File: config.mk
export PLATFORM = sky130hd
export DESIGN_NAME = mem_access_unit
export DESIGN_NICKNAME = d
export VERILOG_FILES = /design/src/rtl/microrisc_pkg.sv /design/src/rtl/dmem_bank.sv /design/src/rtl/mem_access_unit.sv
export SDC_FILE = /design/constraint.sdc
export NUM_CORES = 2
export LEC_CHECK = 0
export CORE_ASPECT_RATIO = 1.2
export CORE_MARGIN = 3
export CORE_UTILIZATION = 57
export CTS_CLUSTER_SIZE = 12
export DETAILED_ROUTE_END_ITERATION = 10
export PLACE_DENSITY = 0.76
export SYNTH_ARGS = -nofsm -noshare
export SYNTH_HDL_FRONTEND = slang
export SYNTH_SLANG_ARGS = --single-unit
File: constraint.sdc
create_clock -name clk -period 12.76 [get_ports clk]
set_input_delay 1.914 -clock clk [delete_from_list [all_inputs] [get_ports clk]]
set_output_delay 1.914 -clock clk [all_outputs]
set_load 0.02 [all_outputs]
File: src/rtl/microrisc_pkg.sv
// Shared definitions for the memory-access stage: FSM state encoding,
// access-size codes and a small decode helper.
package microrisc_pkg;

    typedef enum logic [1:0] {
        ST_IDLE = 2'd0,
        ST_WAIT = 2'd1,
        ST_DONE = 2'd2
    } mau_state_t;

    // size_byte input codes
    localparam logic SIZE_WORD = 1'b0;
    localparam logic SIZE_BYTE = 1'b1;

    // An instruction touches memory when it is a load or a store.
    function automatic logic is_mem_op(input logic rd_req, input logic wr_req);
        return rd_req | wr_req;
    endfunction

endpackage

File: src/rtl/dmem_bank.sv
// Data RAM: one 8-bit lane per byte of the word, synchronous write with
// per-byte enables, registered read (read-before-write on the same address).
module dmem_bank #(
    parameter  int DATA_W = 16,
    parameter  int DEPTH  = 256,
    localparam int AW     = $clog2(DEPTH),
    localparam int NB     = DATA_W / 8
) (
    input  logic              clk,
    input  logic              we,
    input  logic [NB-1:0]     be,
    input  logic [AW-1:0]     addr,
    input  logic [DATA_W-1:0] wdata,
    output logic [DATA_W-1:0] rdata
);

    generate
        for (genvar gi = 0; gi < NB; gi++) begin : g_lane
            logic [7:0] mem [DEPTH];
            logic [7:0] rd_q;

            // Byte-lane write plus registered read; contents are never reset.
            always_ff @(posedge clk) begin
                if (we && be[gi]) begin
                    mem[addr] <= wdata[gi*8 +: 8];
                end
                rd_q <= mem[addr];
            end

            assign rdata[gi*8 +: 8] = rd_q;
        end
    endgenerate

endmodule

File: src/rtl/mem_access_unit.sv
// Memory-access pipeline stage. Accepts one instruction from EX/MEM, performs
// an optional load/store against the data RAM with a fixed number of wait
// cycles, and presents the result to MEM/WB as a one-cycle valid pulse.
module mem_access_unit #(
    parameter int DATA_W      = 16,
    parameter int DEPTH       = 256,
    parameter int WAIT_CYCLES = 1,
    parameter int RD_W        = 3
) (
    input  logic              clk,
    input  logic              rst,
    input  logic              valid_in,
    output logic              ready_out,
    input  logic              mem_read,
    input  logic              mem_write,
    input  logic              size_byte,
    input  logic              sign_ext,
    input  logic [DATA_W-1:0] alu_result,
    input  logic [DATA_W-1:0] write_data,
    input  logic [RD_W-1:0]   rd_in,
    input  logic              reg_write_in,
    output logic              valid_out,
    output logic [DATA_W-1:0] read_data,
    output logic [DATA_W-1:0] mem_alu_result,
    output logic [RD_W-1:0]   rd_out,
    output logic              reg_write_out,
    output logic              mem_err
);
    import microrisc_pkg::*;

    localparam int AW = $clog2(DEPTH);
    localparam int NB = DATA_W / 8;
    localparam logic [2:0] CNT_INIT = (WAIT_CYCLES > 0) ? 3'(WAIT_CYCLES - 1) : 3'd0;

    mau_state_t state_q, state_d;
    logic [2:0] cnt_q, cnt_d;

    // Instruction captured at acceptance, used while waiting.
    logic [DATA_W-1:0] addr_q, addr_d;
    logic [DATA_W-1:0] wdata_q, wdata_d;
    logic [RD_W-1:0]   rd_q, rd_d;
    logic              rw_q, rw_d;
    logic              ld_q, ld_d;
    logic              st_q, st_d;
    logic              size_q, size_d;
    logic              sext_q, sext_d;

    // Result registers toward MEM/WB; they load only on DONE entry so they
    // hold between completions.
    logic [DATA_W-1:0] alu_out_q, alu_out_d;
    logic [RD_W-1:0]   rd_out_q, rd_out_d;
    logic              rw_out_q, rw_out_d;
    logic              err_out_q, err_out_d;
    logic              ld_ok_q, ld_ok_d;
    logic              byte_out_q, byte_out_d;
    logic              sext_out_q, sext_out_d;
    logic              hi_out_q, hi_out_d;

    // View of the instruction being worked on: live inputs when a new one is
    // being accepted, the captured copy while waiting.
    logic [DATA_W-1:0] c_addr, c_wdata;
    logic [RD_W-1:0]   c_rd;
    logic              c_rw, c_ld, c_st, c_size, c_sext;
    logic              c_oor, c_err;

    logic              accept;
    logic              ram_we;
    logic [NB-1:0]     ram_be;
    logic [DATA_W-1:0] ram_wdata, ram_rdata;
    logic [7:0]        byte_sel;

    assign ready_out = (state_q == ST_IDLE) || (state_q == ST_DONE);
    assign accept    = valid_in && ready_out;

    // Select the live or captured instruction fields.
    always_comb begin
        if (state_q == ST_WAIT) begin
            c_addr  = addr_q;
            c_wdata = wdata_q;
            c_rd    = rd_q;
            c_rw    = rw_q;
            c_ld    = ld_q;
            c_st    = st_q;
            c_size  = size_q;
            c_sext  = sext_q;
        end else begin
            c_addr  = alu_result;
            c_wdata = write_data;
            c_rd    = rd_in;
            c_rw    = reg_write_in;
            c_ld    = mem_read & ~mem_write;   // a simultaneous write wins
            c_st    = mem_write;
            c_size  = size_byte;
            c_sext  = sign_ext;
        end
    end

    // Addresses at or beyond 2*DEPTH bytes are out of range.
    generate
        if (AW + 1 < DATA_W) begin : g_range
            assign c_oor = |c_addr[DATA_W-1:AW+1];
        end else begin : g_norange
            assign c_oor = 1'b0;
        end
    endgenerate

    assign c_err = is_mem_op(c_ld, c_st) &&
                   (((c_size == SIZE_WORD) && c_addr[0]) || c_oor);

    // Next-state, wait counter, capture and result-register logic.
    always_comb begin
        state_d    = state_q;
        cnt_d      = cnt_q;
        addr_d     = addr_q;
        wdata_d    = wdata_q;
        rd_d       = rd_q;
        rw_d       = rw_q;
        ld_d       = ld_q;
        st_d       = st_q;
        size_d     = size_q;
        sext_d     = sext_q;
        alu_out_d  = alu_out_q;
        rd_out_d   = rd_out_q;
        rw_out_d   = rw_out_q;
        err_out_d  = err_out_q;
        ld_ok_d    = ld_ok_q;
        byte_out_d = byte_out_q;
        sext_out_d = sext_out_q;
        hi_out_d   = hi_out_q;

        case (state_q)
            ST_IDLE, ST_DONE: begin
                if (accept) begin
                    addr_d  = c_addr;
                    wdata_d = c_wdata;
                    rd_d    = c_rd;
                    rw_d    = c_rw;
                    ld_d    = c_ld;
                    st_d    = c_st;
                    size_d  = c_size;
                    sext_d  = c_sext;
                    if (is_mem_op(c_ld, c_st) && (WAIT_CYCLES > 0)) begin
                        state_d = ST_WAIT;
                        cnt_d   = CNT_INIT;
                    end else begin
                        state_d = ST_DONE;
                    end
                end else begin
                    state_d = ST_IDLE;
                end
            end
            ST_WAIT: begin
                if (cnt_q == 3'd0) begin
                    state_d = ST_DONE;
                end else begin
                    cnt_d = cnt_q - 3'd1;
                end
            end
            default: state_d = ST_IDLE;
        endcase

        if (state_d == ST_DONE) begin
            alu_out_d  = c_addr;
            rd_out_d   = c_rd;
            rw_out_d   = c_rw & ~c_st & ~c_err;
            err_out_d  = c_err;
            ld_ok_d    = c_ld & ~c_err;
            byte_out_d = (c_size == SIZE_BYTE);
            sext_out_d = c_sext;
            hi_out_d   = c_addr[0];
        end
    end

    // RAM port: the address follows the current instruction every cycle so
    // the registered read lands on DONE entry; the store commits on that edge.
    always_comb begin
        ram_we    = (state_d == ST_DONE) && c_st && !c_err && !rst;
        ram_be    = '1;
        ram_wdata = c_wdata;
        if (c_size == SIZE_BYTE) begin
            ram_be    = c_addr[0] ? NB'(2) : NB'(1);
            ram_wdata = {NB{c_wdata[7:0]}};
        end
    end

    dmem_bank #(
        .DATA_W (DATA_W),
        .DEPTH  (DEPTH)
    ) u_dmem (
        .clk   (clk),
        .we    (ram_we),
        .be    (ram_be),
        .addr  (c_addr[AW:1]),
        .wdata (ram_wdata),
        .rdata (ram_rdata)
    );

    // State, counter, capture and result registers.
    always_ff @(posedge clk or posedge rst) begin
        if (rst) begin
            state_q    <= ST_IDLE;
            cnt_q      <= '0;
            addr_q     <= '0;
            wdata_q    <= '0;
            rd_q       <= '0;
            rw_q       <= 1'b0;
            ld_q       <= 1'b0;
            st_q       <= 1'b0;
            size_q     <= 1'b0;
            sext_q     <= 1'b0;
            alu_out_q  <= '0;
            rd_out_q   <= '0;
            rw_out_q   <= 1'b0;
            err_out_q  <= 1'b0;
            ld_ok_q    <= 1'b0;
            byte_out_q <= 1'b0;
            sext_out_q <= 1'b0;
            hi_out_q   <= 1'b0;
        end else begin
            state_q    <= state_d;
            cnt_q      <= cnt_d;
            addr_q     <= addr_d;
            wdata_q    <= wdata_d;
            rd_q       <= rd_d;
            rw_q       <= rw_d;
            ld_q       <= ld_d;
            st_q       <= st_d;
            size_q     <= size_d;
            sext_q     <= sext_d;
            alu_out_q  <= alu_out_d;
            rd_out_q   <= rd_out_d;
            rw_out_q   <= rw_out_d;
            err_out_q  <= err_out_d;
            ld_ok_q    <= ld_ok_d;
            byte_out_q <= byte_out_d;
            sext_out_q <= sext_out_d;
            hi_out_q   <= hi_out_d;
        end
    end

    // Load formatting: byte lane select and sign/zero extension; zero unless
    // a successful load is completing.
    always_comb begin
        byte_sel  = hi_out_q ? ram_rdata[15:8] : ram_rdata[7:0];
        read_data = '0;
        if (valid_out && ld_ok_q) begin
            if (byte_out_q) begin
                read_data = {{(DATA_W-8){sext_out_q & byte_sel[7]}}, byte_sel};
            end else begin
                read_data = ram_rdata;
            end
        end
    end

    assign valid_out      = (state_q == ST_DONE);
    assign mem_alu_result = alu_out_q;
    assign rd_out         = rd_out_q;
    assign reg_write_out  = rw_out_q;
    assign mem_err        = err_out_q;

endmodule

Yosys cells after proc, flatten, opt, wreduce, memory -nomap -nowiden
Memory sizes are Yosys's and may differ from the RTL's. A register that Yosys moved wholly into a read port is not among the register bits.
Index checks and enable logic that the tools add are counted.
{"block": "op_classes", "n_addsub": 1, "mul": 0, "n_div": 0, "n_lt_le_gt_ge": 0, "eq_ne": 6, "shifts": 0, "mux": 26, "bitwise": 10, "n_reduce_logical": 20}
{"op": "two-way mux 16 bit", "count": 5}
{"op": "two-way mux 3 bit", "count": 4}
{"op": "two-way mux 2 bit", "count": 5}
{"op": "logical AND 1 bit", "count": 9}
{"op": "two-way mux 1 bit", "count": 9}
{"op": "two-way mux 8 bit", "count": 1}
{"op": "OR reduction 7 bit", "count": 1}
{"op": "!= test 2 bit (second input constant)", "count": 3}
{"op": "case mux 3 bit (2 select lines)", "count": 1}
{"op": "AND 1 bit", "count": 5}
{"op": "equality test 2 bit (second input constant)", "count": 2}
{"op": "NOT 1 bit", "count": 4}
{"op": "case mux 2 bit (2 select lines)", "count": 1}
{"op": "AND reduction 4 bit", "count": 1}
{"op": "zero test 3 bit", "count": 1}
{"op": "subtractor 3 x 1 -> 3 bit (second input constant)", "count": 1}
{"op": "equality test 2 x 1 -> 1 bit (second input constant)", "count": 1}
{"op": "zero test 1 bit", "count": 2}
{"op": "zero test 2 bit", "count": 1}
{"op": "logical OR 1 bit", "count": 2}
{"op": "AND reduction 2 bit", "count": 1}
{"op": "nonzero test 2 bit", "count": 1}
{"op": "OR reduction 2 bit", "count": 1}
{"op": "OR 1 bit", "count": 1}
{"block": "word_totals", "ff_bits": 70, "latchBits": 0, "ramBits": 4096, "mem_bits_ro": 0, "in_bits": 43, "wordCells": 83, "n_memories": 2}
{"name": "u_dmem.g_lane[0].mem", "depth": 256, "width": 8, "rd": 1, "rd_ports_with_merged_regs": 1, "wr": 1, "line": "dmem_bank.sv:19", "rtl": "logic [7:0] mem [DEPTH];"}
{"name": "u_dmem.g_lane[1].mem", "depth": 256, "width": 8, "rd": 1, "rd_ports_with_merged_regs": 1, "wr": 1, "line": "dmem_bank.sv:19"}

Logic depth before layout (Yosys ltp)
{"block": "logic_depth", "depth_word": 14, "ltp_mapped": 16, "depth_no_buf": 8}

Cells and area by module
From an unflattened synthesis, not the netlist that was laid out.
{"block": "hier_totals", "cells_unflattened": 7406, "area_unflattened_um2": 159918.4}
{"module": "dmem_bank", "instances": 1, "cells_per_inst": 7031, "area_per_inst_um2": 156471.3, "seq_area_each_um2": 123318.3}
{"module": "mem_access_unit", "instances": 1, "cells_per_inst": 375, "area_per_inst_um2": 3447.1, "seq_area_each_um2": 1726.7}

Worst setup path before layout
No wires, ideal clock.
{"block": "synth_timing", "path_kind": "input port to flip-flop", "from": "input write_data[6]", "to": "memory u_dmem.g_lane[1].mem[0][6] (data pin)", "arrival_time_ns": 12.338, "required_time_ns": 11.029, "slack_ns": -1.309, "cell_stages": 4, "path_buffers": 0, "path_cell_list": "nand2_1 > nand2_1 > nor2_1 > a31oi_1"}
{"block": "synth_via", "elab_chain_cells": 2}
{"item": "start: declaration", "line": "mem_access_unit.sv:19", "rtl": "input logic [DATA_W-1:0] write_data,"}
{"item": "two-way mux 16 bit", "line": "mem_access_unit.sv:77", "rtl": "if (state_q == ST_WAIT) begin"}
{"item": "named net c_wdata[6]", "line": "mem_access_unit.sv:61", "rtl": "logic [DATA_W-1:0] c_addr, c_wdata;"}
{"item": "two-way mux 16 bit", "line": "mem_access_unit.sv:180", "rtl": "if (c_size == SIZE_BYTE) begin"}
{"item": "named net ram_wdata[14]", "line": "mem_access_unit.sv:69", "rtl": "logic [DATA_W-1:0] ram_wdata, ram_rdata;"}
{"item": "end: declaration", "line": "dmem_bank.sv:19"}
The timed path passes the listed nets, and every way through them passes these cells.

Worst setup path in the final report
{"block": "layout_timing", "from": "register state_q[1]", "to": "register u_dmem.g_lane[1].rd_q[0] (read register of u_dmem.g_lane[1].mem)"}
{"block": "layout_via", "elab_chain_cells": 2}
{"item": "start: declaration", "line": "mem_access_unit.sv:35", "rtl": "mau_state_t state_q, state_d;"}
{"item": "start signal: assignment", "line": "mem_access_unit.sv:220", "rtl": "state_q <= state_d;"}
{"item": "equality test 2 x 1 -> 1 bit", "line": "mem_access_unit.sv:77"}
{"item": "two-way mux 16 bit", "line": "mem_access_unit.sv:77"}
{"item": "end: declaration", "line": "dmem_bank.sv:20", "rtl": "logic [7:0] rd_q;"}
No other way between the ends.
A chain may end at the register's enable or synchronous reset.

==> flow_summary.json <==
{
  "cp_cell_sequence": "nand2b_4, buf_4, a21o_4, buf_12, buf_4, buf_4, mux4_2, a22oi_1, a31oi_1, nor4_1, nand3_1",
  "die_w_um": 495,
  "grt_max_degree": 225,
  "core_um2": 286000,
  "ys_async_sr_fraction": 0.0165,
  "cts_max_path_buffers": 4,
  "rows": 215,
  "hp-class": "register to register",
  "violations": "capacitance limit, slew limit",
  "synth-edff-count": 4096,
  "ctsResizeCount": 0,
  "antenna_found_initial": 15,
  "synth_area_per_cell_um2": 17.8,
  "cpPeakStageDelay_ns": 0.88,
  "critical_path_buf_inv_count": 4,
  "cp_top_family": "buffers and inverters",
  "layout.nets": 9322,
  "ys.flop_type": "edfxtp_1",
  "powerDensity_nw_per_um2": 218,
  "grt.overflow.total": 0,
  "vias": 90200,
  "grt_use_total": 0.284,
  "grt_pass1_vias": 89200,
  "postCtsSetupBuffers": 0,
  "pre_cts_ws_ns": 4.91,
  "cp_common_cell": "buf_4",
  "netlist.area_leader.share": 0.751,
  "avgViaCountPerCell": 6.78,
  "drv_cap": 2,
  "grtUsageMet2": 0.450,
  "dieHeight_um": 593,
  "max_freq_ghz": 0.141,
  "leakage_nw": 57.1,
  "clk-insertion-delay-late_ns": 0.92,
  "status": "finished with violations",
  "ioPinCount": 82,
  "gp_congestion": 0.903,
  "cpMaxStageDelayCell": "nor4_1",
  "yosysWarnings": 0,
  "finalSetupTns_ns": 0,
  "yosys-top-cells-area": "edfxtp_1 (75%), mux4_2 (6.2%), mux2i_1 (5.1%)",
  "yosysUniqueCellTypes": 54,
  "drt_wl_total_um": 421000,
  "synth.net_count": 9256,
  "tightest_slew_ns": 1.53,
  "hold_violations": 0,
  "path_clk_slew_ns": 0.06,
  "drcViolationCount": 0,
  "cp_max_fo": 87,
  "finClkSkew_ns": 0.0641,
  "syn_inst": 9211,
  "gr-max-usage-layer": "met2",
  "die_area_um2": 294000,
  "worstSetupPathType": "register to register",
  "critPathLaunchType": "register",
  "grt_pass1_wl_um": 613000,
  "cts_buffers": 409,
  "timing.slew.headroom": -0.0289,
  "cp.arrival_ns": 7.83,
  "rsz0062_at_grt": "false",
  "initial_core_util": 0.573,
  "h-tree-depth": 5,
  "syn_area_um2": 164000,
  "required_ns": 13.50,
  "cts_tree": "yes",
  "drive_gt1_frac": 0.127,
  "portBuffers": 81,
  "min_period_ns": 7.10,
  "ys_seq_area_frac": 0.763,
  "drt_iter0_markers": 12300,
  "ctsRootBufferMaster": "clkbuf_16",
  "clkSinkCount": 4181,
  "dp_hpwl_um": 247000,
  "crit_path_end_kind": "register",
  "finalSetupViolCount": 0,
  "synth-seq-cells": 4181,
  "wl_per_cell_um": 31.6,
  "cts_hold_buf": 0,
  "grt_use_met1": 0.365,
  "grt_use_met3": 0.0575,
  "firstDrtPassIters": 6,
  "yosys.area.top_type": "edfxtp_1",
  "post-route-period-util": 0.556,
  "fin_ws_ns": 5.66,
  "slew_violations": 4,
  "syn_to_final_growth_pct": 10.1,
  "drt.antenna.violating_nets": 0,
  "max-vdd-ir-drop_mv": 0.262
}
==> cells in the final DEF, fill, tap and decap left out, drive strengths merged, types with 12 or more instances in the layout <==
cell and n:
dfrtp 69, inv 104, a31oi 90, a21oi 68, edfxtp 4096, nand3 368
a221oi 332, o41ai 64, clkinv 56, nor4 38, diode 12, dfxtp 16
mux2i 828, mux4 448, o21ai 84, a22oi 176, nor2 593, nand2 765
clkdlybuf4s50 80, a22o 17, a211oi 281, a311oi 68, buf 173, clkbuf 573
mux2 35, o2111ai 16, o31ai 12
==> report_power, final <==
group	internal, mW	switching [mW]	leakage [nW]	total (mW)
clock network	6.05	4.84	5.63	10.9
logic	2.96	7.69	13.7	10.6
registers	17.5	0.215	37.8	17.7
total	26.5	12.7	57.1	39.2
==> layer usage <==
metal | vias to the layer above | part of all wire
met3 | 1192 | 0.10
li1 | 37200 | -
met2 | 5875 | 0.48
met5 | - | 0.000064
met4 | 4 | 0.071
met1 | 45900 | 0.35
==> kinds of logic (layout without fill, tap and decap cells) <==
group           count (synthesis)  after routing  synth area share
other cells                     0             12                 0
simple gates                 1788           1788            0.0451
compound gates               1233           1233            0.0580
buf+inv                       696            989            0.0191
flops                        4181           4181             0.763
mux                          1311           1311             0.115
fa+ha+maj                       2              2          0.000153
==> sequential cells by signal, summed over array words and instances, names as in the netlist <==
register            count
addr_q                 16
byte_out_q              1
cnt_q                   3
ld_ok_q                 1
ld_q                    1
mem_alu_result         16
mem_err                 1
rd_out                  3
rd_q                    3
reg_write_out           1
rw_q                    1
sext_out_q              1
sext_q                  1
size_q                  1
st_q                    1
state_q                 2
u_dmem.g_lane.mem    4096
u_dmem.g_lane.rd_q     16
wdata_q                16
==> worst register-to-register path, cell delays in order (launching register included) <==
cell	delay [ns]
dfrtp_1	0.64
nand2b_4	0.69
buf_4	0.68
a21o_4	0.71
buf_12	0.64
buf_4	0.75
buf_4	0.77
mux4_2	0.51
a22oi_1	0.25
a31oi_1	0.26
nor4_1	0.88
nand3_1	0.17
==> synthesized netlist by cell type (6+ instances only) <==
master,instances
a32oi_1,8
clkbuf_1,351
buf_1,33
mux4_2,448
a22o_1,17
nand3_1,362
edfxtp_1,4096
o21ai_0,84
a211oi_1,281
nor2_1,591
mux2i_1,828
o2111ai_1,16
dfrtp_1,69
dfxtp_1,16
inv_1,97
nand2_1,765
a22oi_1,176
buf_6,19
o41ai_1,64
a31oi_1,90
a221oi_2,10
nand3_2,6
mux2_2,35
a21oi_1,68
nor4_1,38
a221oi_1,322
a311oi_1,68
buf_4,50
o31ai_1,9
buf_2,145
nor3_1,6
==> cell type report <==
cell class	instances	area, um^2
Clock buffer	573	11200
Antenna cell	12	30.0
Fill cell	18800	106000
Inverter	98	368
Timing Repair Buffer	253	2310
Clock inverter	65	484
Tap cell	3797	4750
Multi-Input combinational cell	4334	36200
Sequential cell	4181	125000
==> path summary, 6_finish.rpt <==
kind | startpoint | to | slack (ns) | depth (start not counted)
worst max-delay path | state_q[1]$_DFF_PP0_ | u_dmem.g_lane[1].rd_q[0]$_DFF_P_ | 5.66 | 11
worst min-delay path | mem_err$_DFFE_PP0N_ | mem_err$_DFFE_PP0N_ | 0.50 | 2
worst max register to register | state_q[1]$_DFF_PP0_ | u_dmem.g_lane[1].rd_q[0]$_DFF_P_ | 5.66 | 11
worst min register to register | mem_err$_DFFE_PP0N_ | mem_err$_DFFE_PP0N_ | 0.50 | 2
max in group asynchronous | rst | wdata_q[3]$_DFFE_PP0P_ | 10.28 | 3
min in group asynchronous | rst | addr_q[14]$_DFFE_PP0P_ | 1.48 | 2
==> metrics by stage <==
step                      instance area [um^2]  utilization  hold slack, ns  power, mW  instances
after floorplan                         164000            -           0.443       25.0       9211
after global placement                  169000        0.590           0.461       28.1      12700
after detailed placement                169000        0.590           0.469       28.5      12700
after CTS                               180000        0.631           0.497       39.2      13300
after global routing                    180000        0.631           0.515       40.3      13300
final                                   180000        0.631           0.498       39.2      13300
Power figures use the tool's default switching activity.
